$ cat config.mk
export PLATFORM = sky130hd
export DESIGN_NAME = noc_credit_receiver
export DESIGN_NICKNAME = d
export VERILOG_FILES = /design/src/rtl/noc_link_pkg.sv /design/src/rtl/flit_fifo.sv /design/src/rtl/noc_credit_receiver.sv
export SDC_FILE = /design/constraint.sdc
export NUM_CORES = 1
export LEC_CHECK = 0
export CAP_MARGIN = 20
export CORE_MARGIN = 2
export CORE_UTILIZATION = 49
export CTS_CLUSTER_SIZE = 12
export DETAILED_ROUTE_END_ITERATION = 6
export PLACE_DENSITY = 0.8
export SYNTH_ARGS = -nofsm -noshare
export SYNTH_HDL_FRONTEND = slang
export SYNTH_SLANG_ARGS = --single-unit
$ cat constraint.sdc
create_clock -name clk_noc -period 3.6 [get_ports clk_noc]
set_clock_uncertainty 0.15 [all_clocks]
set_input_delay 0.54 -clock clk_noc [delete_from_list [all_inputs] [get_ports clk_noc]]
set_output_delay 0.54 -clock clk_noc [all_outputs]
set_load 0.02 [all_outputs]
$ cat src/rtl/noc_link_pkg.sv
// Shared types for the credit-based NoC link receiver.
// Holds the packet-tracking state encoding and pointer sizing helper.
package noc_link_pkg;

  typedef enum logic {
    RX_IDLE   = 1'b0,
    RX_IN_PKT = 1'b1
  } rx_state_e;

  function automatic int ptr_w(input int depth);
    return (depth > 1) ? $clog2(depth) : 1;
  endfunction

endpackage

$ cat src/rtl/flit_fifo.sv
// First-word fall-through flit buffer with arbitrary (non power-of-2) depth.
// A pop frees a slot in the same cycle, so push at full is legal with pop.
module flit_fifo
  import noc_link_pkg::*;
#(
  parameter int W     = 8,
  parameter int DEPTH = 2,
  localparam int PW   = ptr_w(DEPTH),
  localparam int CW   = $clog2(DEPTH + 1)
) (
  input  logic          clk_i,
  input  logic          rst_i,
  input  logic          push_i,
  input  logic          pop_i,
  input  logic [W-1:0]  wdata_i,
  output logic [W-1:0]  rdata_o,
  output logic          full_o,
  output logic          empty_o,
  output logic [CW-1:0] count_o
);

  logic [W-1:0]  mem_q [DEPTH];
  logic [PW-1:0] wr_q, wr_d;
  logic [PW-1:0] rd_q, rd_d;
  logic [CW-1:0] cnt_q, cnt_d;
  logic          pop_ok;
  logic          push_ok;

  function automatic logic [PW-1:0] inc(input logic [PW-1:0] p);
    return (p == PW'(DEPTH - 1)) ? '0 : p + PW'(1);
  endfunction

  assign empty_o = (cnt_q == '0);
  assign full_o  = (cnt_q == CW'(DEPTH));
  assign count_o = cnt_q;
  assign rdata_o = mem_q[rd_q];

  assign pop_ok  = pop_i && !empty_o;
  assign push_ok = push_i && (!full_o || pop_ok);

  always_comb begin
    wr_d  = wr_q;
    rd_d  = rd_q;
    cnt_d = cnt_q;
    if (push_ok) wr_d = inc(wr_q);
    if (pop_ok)  rd_d = inc(rd_q);
    if (push_ok && !pop_ok) cnt_d = cnt_q + CW'(1);
    if (pop_ok && !push_ok) cnt_d = cnt_q - CW'(1);
  end

  always_ff @(posedge clk_i or posedge rst_i) begin
    if (rst_i) begin
      wr_q  <= '0;
      rd_q  <= '0;
      cnt_q <= '0;
    end else begin
      wr_q  <= wr_d;
      rd_q  <= rd_d;
      cnt_q <= cnt_d;
    end
  end

  always_ff @(posedge clk_i) begin
    if (push_ok) mem_q[wr_q] <= wdata_i;
  end

endmodule

$ cat src/rtl/noc_credit_receiver.sv
// Downstream end of a credit-based router link: buffers flits, returns
// one credit per consumed flit, checks link protocol, counts packets.
module noc_credit_receiver
  import noc_link_pkg::*;
#(
  parameter int FLIT_WIDTH      = 32,
  parameter int DEST_WIDTH      = 4,
  parameter int BUFFER_DEPTH    = 2,
  parameter int PKT_COUNT_WIDTH = 16
) (
  input  logic                       clk_noc,
  input  logic                       rst_noc,
  input  logic [FLIT_WIDTH-1:0]      data_in,
  input  logic [DEST_WIDTH-1:0]      dest_in,
  input  logic                       is_tail_in,
  input  logic                       send_in,
  output logic                       credit_out,
  output logic                       out_valid,
  input  logic                       out_ready,
  output logic [FLIT_WIDTH-1:0]      out_data,
  output logic [DEST_WIDTH-1:0]      out_dest,
  output logic                       out_last,
  output logic                       err_overflow,
  output logic                       err_dest_change,
  input  logic                       err_clear,
  output logic [PKT_COUNT_WIDTH-1:0] pkt_count
);

  typedef struct packed {
    logic [FLIT_WIDTH-1:0] data;
    logic [DEST_WIDTH-1:0] dest;
    logic                  is_tail;
  } flit_t;

  localparam int FW = $bits(flit_t);
  localparam int CW = $clog2(BUFFER_DEPTH + 1);

  flit_t         wr_flit;
  flit_t         rd_flit;
  logic          f_full;
  logic          f_empty;
  logic [CW-1:0] f_count;
  logic          pop;
  logic          ovf_ev;
  logic          dc_ev;

  rx_state_e             st_q, st_d;
  logic [DEST_WIDTH-1:0] dest_q, dest_d;
  logic                  credit_q;
  logic                  ovf_q, ovf_d;
  logic                  dc_q, dc_d;
  logic [PKT_COUNT_WIDTH-1:0] pkt_q, pkt_d;

  assign wr_flit = '{data: data_in, dest: dest_in, is_tail: is_tail_in};

  flit_fifo #(
    .W     (FW),
    .DEPTH (BUFFER_DEPTH)
  ) u_fifo (
    .clk_i   (clk_noc),
    .rst_i   (rst_noc),
    .push_i  (send_in),
    .pop_i   (pop),
    .wdata_i (wr_flit),
    .rdata_o (rd_flit),
    .full_o  (f_full),
    .empty_o (f_empty),
    .count_o (f_count)
  );

  assign out_valid = (f_count != '0);
  assign pop       = !f_empty && out_ready;
  assign out_data  = rd_flit.data;
  assign out_dest  = rd_flit.dest;
  assign out_last  = rd_flit.is_tail;

  assign ovf_ev = send_in && f_full && !pop;
  assign dc_ev  = send_in && (st_q == RX_IN_PKT) && (dest_in != dest_q);

  // Dropped flits still advance packet tracking.
  always_comb begin
    st_d   = st_q;
    dest_d = dest_q;
    unique case (st_q)
      RX_IDLE: begin
        if (send_in) begin
          dest_d = dest_in;
          if (!is_tail_in) st_d = RX_IN_PKT;
        end
      end
      RX_IN_PKT: begin
        if (send_in && is_tail_in) st_d = RX_IDLE;
      end
      default: st_d = RX_IDLE;
    endcase
  end

  always_comb begin
    ovf_d = ovf_ev || (ovf_q && !err_clear);
    dc_d  = dc_ev || (dc_q && !err_clear);
    pkt_d = pkt_q;
    if (pop && rd_flit.is_tail) pkt_d = pkt_q + PKT_COUNT_WIDTH'(1);
  end

  always_ff @(posedge clk_noc or posedge rst_noc) begin
    if (rst_noc) begin
      st_q     <= RX_IDLE;
      dest_q   <= '0;
      credit_q <= 1'b0;
      ovf_q    <= 1'b0;
      dc_q     <= 1'b0;
      pkt_q    <= '0;
    end else begin
      st_q     <= st_d;
      dest_q   <= dest_d;
      credit_q <= pop;
      ovf_q    <= ovf_d;
      dc_q     <= dc_d;
      pkt_q    <= pkt_d;
    end
  end

  assign credit_out      = credit_q;
  assign err_overflow    = ovf_q;
  assign err_dest_change = dc_q;
  assign pkt_count       = pkt_q;

endmodule

==> impl_results.md <==
* DP Worst Slack at 952 ps
* Fillers at 537
* Critical path data arrival time at 2280 ps
* Complex-gate fraction of the synthesized area at 0.0183
* Combinational share of power at 0.358
* Stages on worst setup path at 2
* Root Driver: clkbuf_8
* CTS resizes at 0
* Ys async rst share at 0.275
* ANT cells at 0
* CP Cell Sequence: mux2_4, clkdlybuf4s50_1
* Slowest stage cell, crit path: dfrtp_2
* RSZ-0062 raised after global routing: no
* Post-CTS Hold Buffers at 0
* Area of the multi-input gates at 1010 um2
* Post-DR wirelength/cell at 16.3 um
* Distinct cells, synth at 32
* Die area at 8820 um2
* Largest family of logic cells by synthesized area: multiplexers
* # IOs at 99
* Clock transition at the registers of the reported paths at 100 ps
* R2R Path End: pkt_count[1]
* Initial core utilization at 0.510
* Global placement routability congestion at 0.771
* Clock Path Buffers at 2
* Worst R2R Path Depth at 3
* H-tree levels at 3
* Cell count after synthesis at 228
* Avg Inst Size Synth at 17.4 um2
* Final #Nets at 381
* Status: completed
* Final Max Tran Viols at 0
* Synth Area in Adders at 0.00316
* Post-synthesis sequential area ratio at 0.738
* Total Wirelength at 7240 um
* 1st-iter DRT viols at 104
* Final ANT Viol Nets at 0
* Syn nets at 271
* Util after Layout at 0.680
* Yosys warning count at 0
* Worst Hold Class: register to register
* Delay-heaviest family, CP: flip-flops
* Crit path from: u_fifo.rd_q
* Total net switching power at 1200 uW
* Int Pwr at 2480 uW
* DRC violations left at 0
* Post-DP HPWL at 5030 um
* Post-synth EDFFs at 74
* Share of cells above drive strength 1 at 0.210
* Worst vdd ir at 0.395 mV
* Seq pwr share at 0.467
* Post-synthesis register bit count at 102
* Tightest Pin Transition at 874 ps
* Register area at 2920 um2
* Net Sw Frac at 0.326
* Highest fanout seen on the critical path at 38
* Worst Path Class, Setup: register to primary output
* Met1 usage at 0.233
* Final hold vios at 0
* 1st-pass router iterations at 4
* Grt met3 use at 0.0393
* Clk_lat worst skew at 350 ps
* TritonCTS Buffers at 9
* CP Launch Type: register
* Tmin final at 2970 ps
* Final worst-path cycle share at 0.826
* Post-CTS Setup Inserts at 0
* Setup TNS at 0 ps
* Share of the synthesized area in the top cell type at 0.561
* Vias at 2234
* CP Capture Type: primary output
* DR vias/cell at 5.02
* CP required at 2910 ps
* Max Fclk at 336 MHz
* Most frequent cell after synthesis: edfxtp_1
* Synth Flop Type: edfxtp_1
* Die Y-Extent at 93.9 um
* Final setup violation count at 0
* PortBufs at 98
* Area Overhead vs Synth at 33.4%
* Clock power share at 0.175
* CTS Sinks at 102
* TritonCTS clock tree: yes
* Total track usage at 0.167
* Largest net degree at the start of global routing at 39
* First-pass GRT wire length at 11300 um
* M2 GR Usage at 0.261
* Post-synthesis mux area share at 0.120
* PwrDens at 696 nW/um2
* Post-Synth Simple-Gate Area at 0.0622
* Mapped Area at 3960 um2
* CP bufs+invs at 1
* Max incr delay on CP at 950 ps
* FP Rows at 32
* R2r startpoint: u_fifo.rd_q
* Initial antenna violation count at 0
* Final WS setup at 628 ps
* Grt ovf at 0
* Relative slew slack at 0.417
* Max Cap Viol at 0
* Number of global-route vias before repair at 2299
* Yosys top cell by area: edfxtp_1
* Gr busiest metal: met2
* Min Hold Slack at 326 ps
* Chip Width at 93.9 um
* Core area at 7770 um2
* Area contributors post-synth: edfxtp_1 (56%), dfrtp_1 (18%), mux2_2 (12%)
* Leak pwr at 0.00193 uW
* Critical Path End: out_last
* Commonest cells post-synth: edfxtp_1 (74), mux2_2 (41), dfrtp_1 (28)
* Reg2reg setup slack at 1490 ps
* XOR/XNOR Fraction of Synth Area at 0.0464
[layout make-up]
| type | count | area share |
|---|---|---|
| Inverter | 7 | 0.00497 |
| Clock inverter | 7 | 0.0107 |
| Clock buffer | 9 | 0.0234 |
| Multi-Input combinational cell | 115 | 0.191 |
| Timing Repair Buffer | 103 | 0.193 |
| Sequential cell | 102 | 0.553 |
| Tap cell | 102 | 0.0242 |
[routing by layer]
metal  share of wire  vias up  wire, um
met3           0.065        3       473
met1            0.46     1087      3320
met4          0.0062        0        45
met2            0.47       83      3400
met5               0        -         0
li1                -     1061         -
[cells in the final DEF (no fill, tap or decap), types with 2 or more instances in the layout]
cell             instances
buf_4                    5
inv_1                    7
nor3_1                   2
and4_1                   2
xnor2_1                 11
nor2_1                   8
nand3_1                  6
mux2_2                  41
and2_1                   2
nand2_1                  5
nand2b_1                 3
nor2_4                   2
clkdlybuf4s50_1         98
edfxtp_1                74
dfrtp_1                 27
xor2_1                  10
nand4_1                  4
clkinvlp_4               2
a21oi_1                  3
clkinv_4                 2
clkbuf_8                 9
[logic make-up after synthesis]
| kind of cell | count (synthesis) |
|---|---|
| AO/OA/AOI/OAI | 10 |
| XOR/XNOR | 21 |
| AND/OR/NAND/NOR | 41 |
| flip-flops | 102 |
| multiplexers | 42 |
| buffers and inverters | 11 |
| adder cells (fa/ha/maj) | 1 |
[power groups by stage]
stage               combinational, uW  sequential [uW]  clock (uW)
floorplan                         774             1680           0
global placement                 1310             1730           0
detailed placement               1320             1740           0
CTS                              1330             1720         660
global route                     1390             1750         706
finish                           1320             1720         646
[worst reg2reg max path, stage by stage (launching register included)]
cell     delay, ps
dfrtp_2        950
mux2_4         360
and2_1         200
mux2_2         340
[worst min path at each step]
stage / start / end / cells after the start / slack, ps
after detailed placement: pkt_count[15] / pkt_count[15] / 1 / 310
final: pkt_count[15] / pkt_count[15] / 1 / 330
after floorplan: u_fifo.wr_q / u_fifo.wr_q / 1 / 320
after global placement: pkt_count[15] / pkt_count[15] / 1 / 310
after global routing: pkt_count[15] / pkt_count[15] / 1 / 350
after CTS: pkt_count[15] / pkt_count[15] / 1 / 330
[per-stage QoR]
stage / cell area (um2) / instances / power [uW]
floorplan: 3960 / 228 / 2460
CTS: 5280 / 445 / 3710
detailed placement: 5100 / 429 / 3060
finish: 5280 / 445 / 3680
global placement: 5100 / 429 / 3040
global route: 5280 / 445 / 3850
[state kept, by name (all words and copies together), names as in the netlist, named ones only]
signal / count
u_fifo.count_o: 2
credit_out: 1
u_fifo.rd_q: 1
err_dest_change: 1
u_fifo.mem_q: 74
dest_q: 4
err_overflow: 1
u_fifo.wr_q: 1
pkt_count: 16
Power figures use the tool's default switching activity.
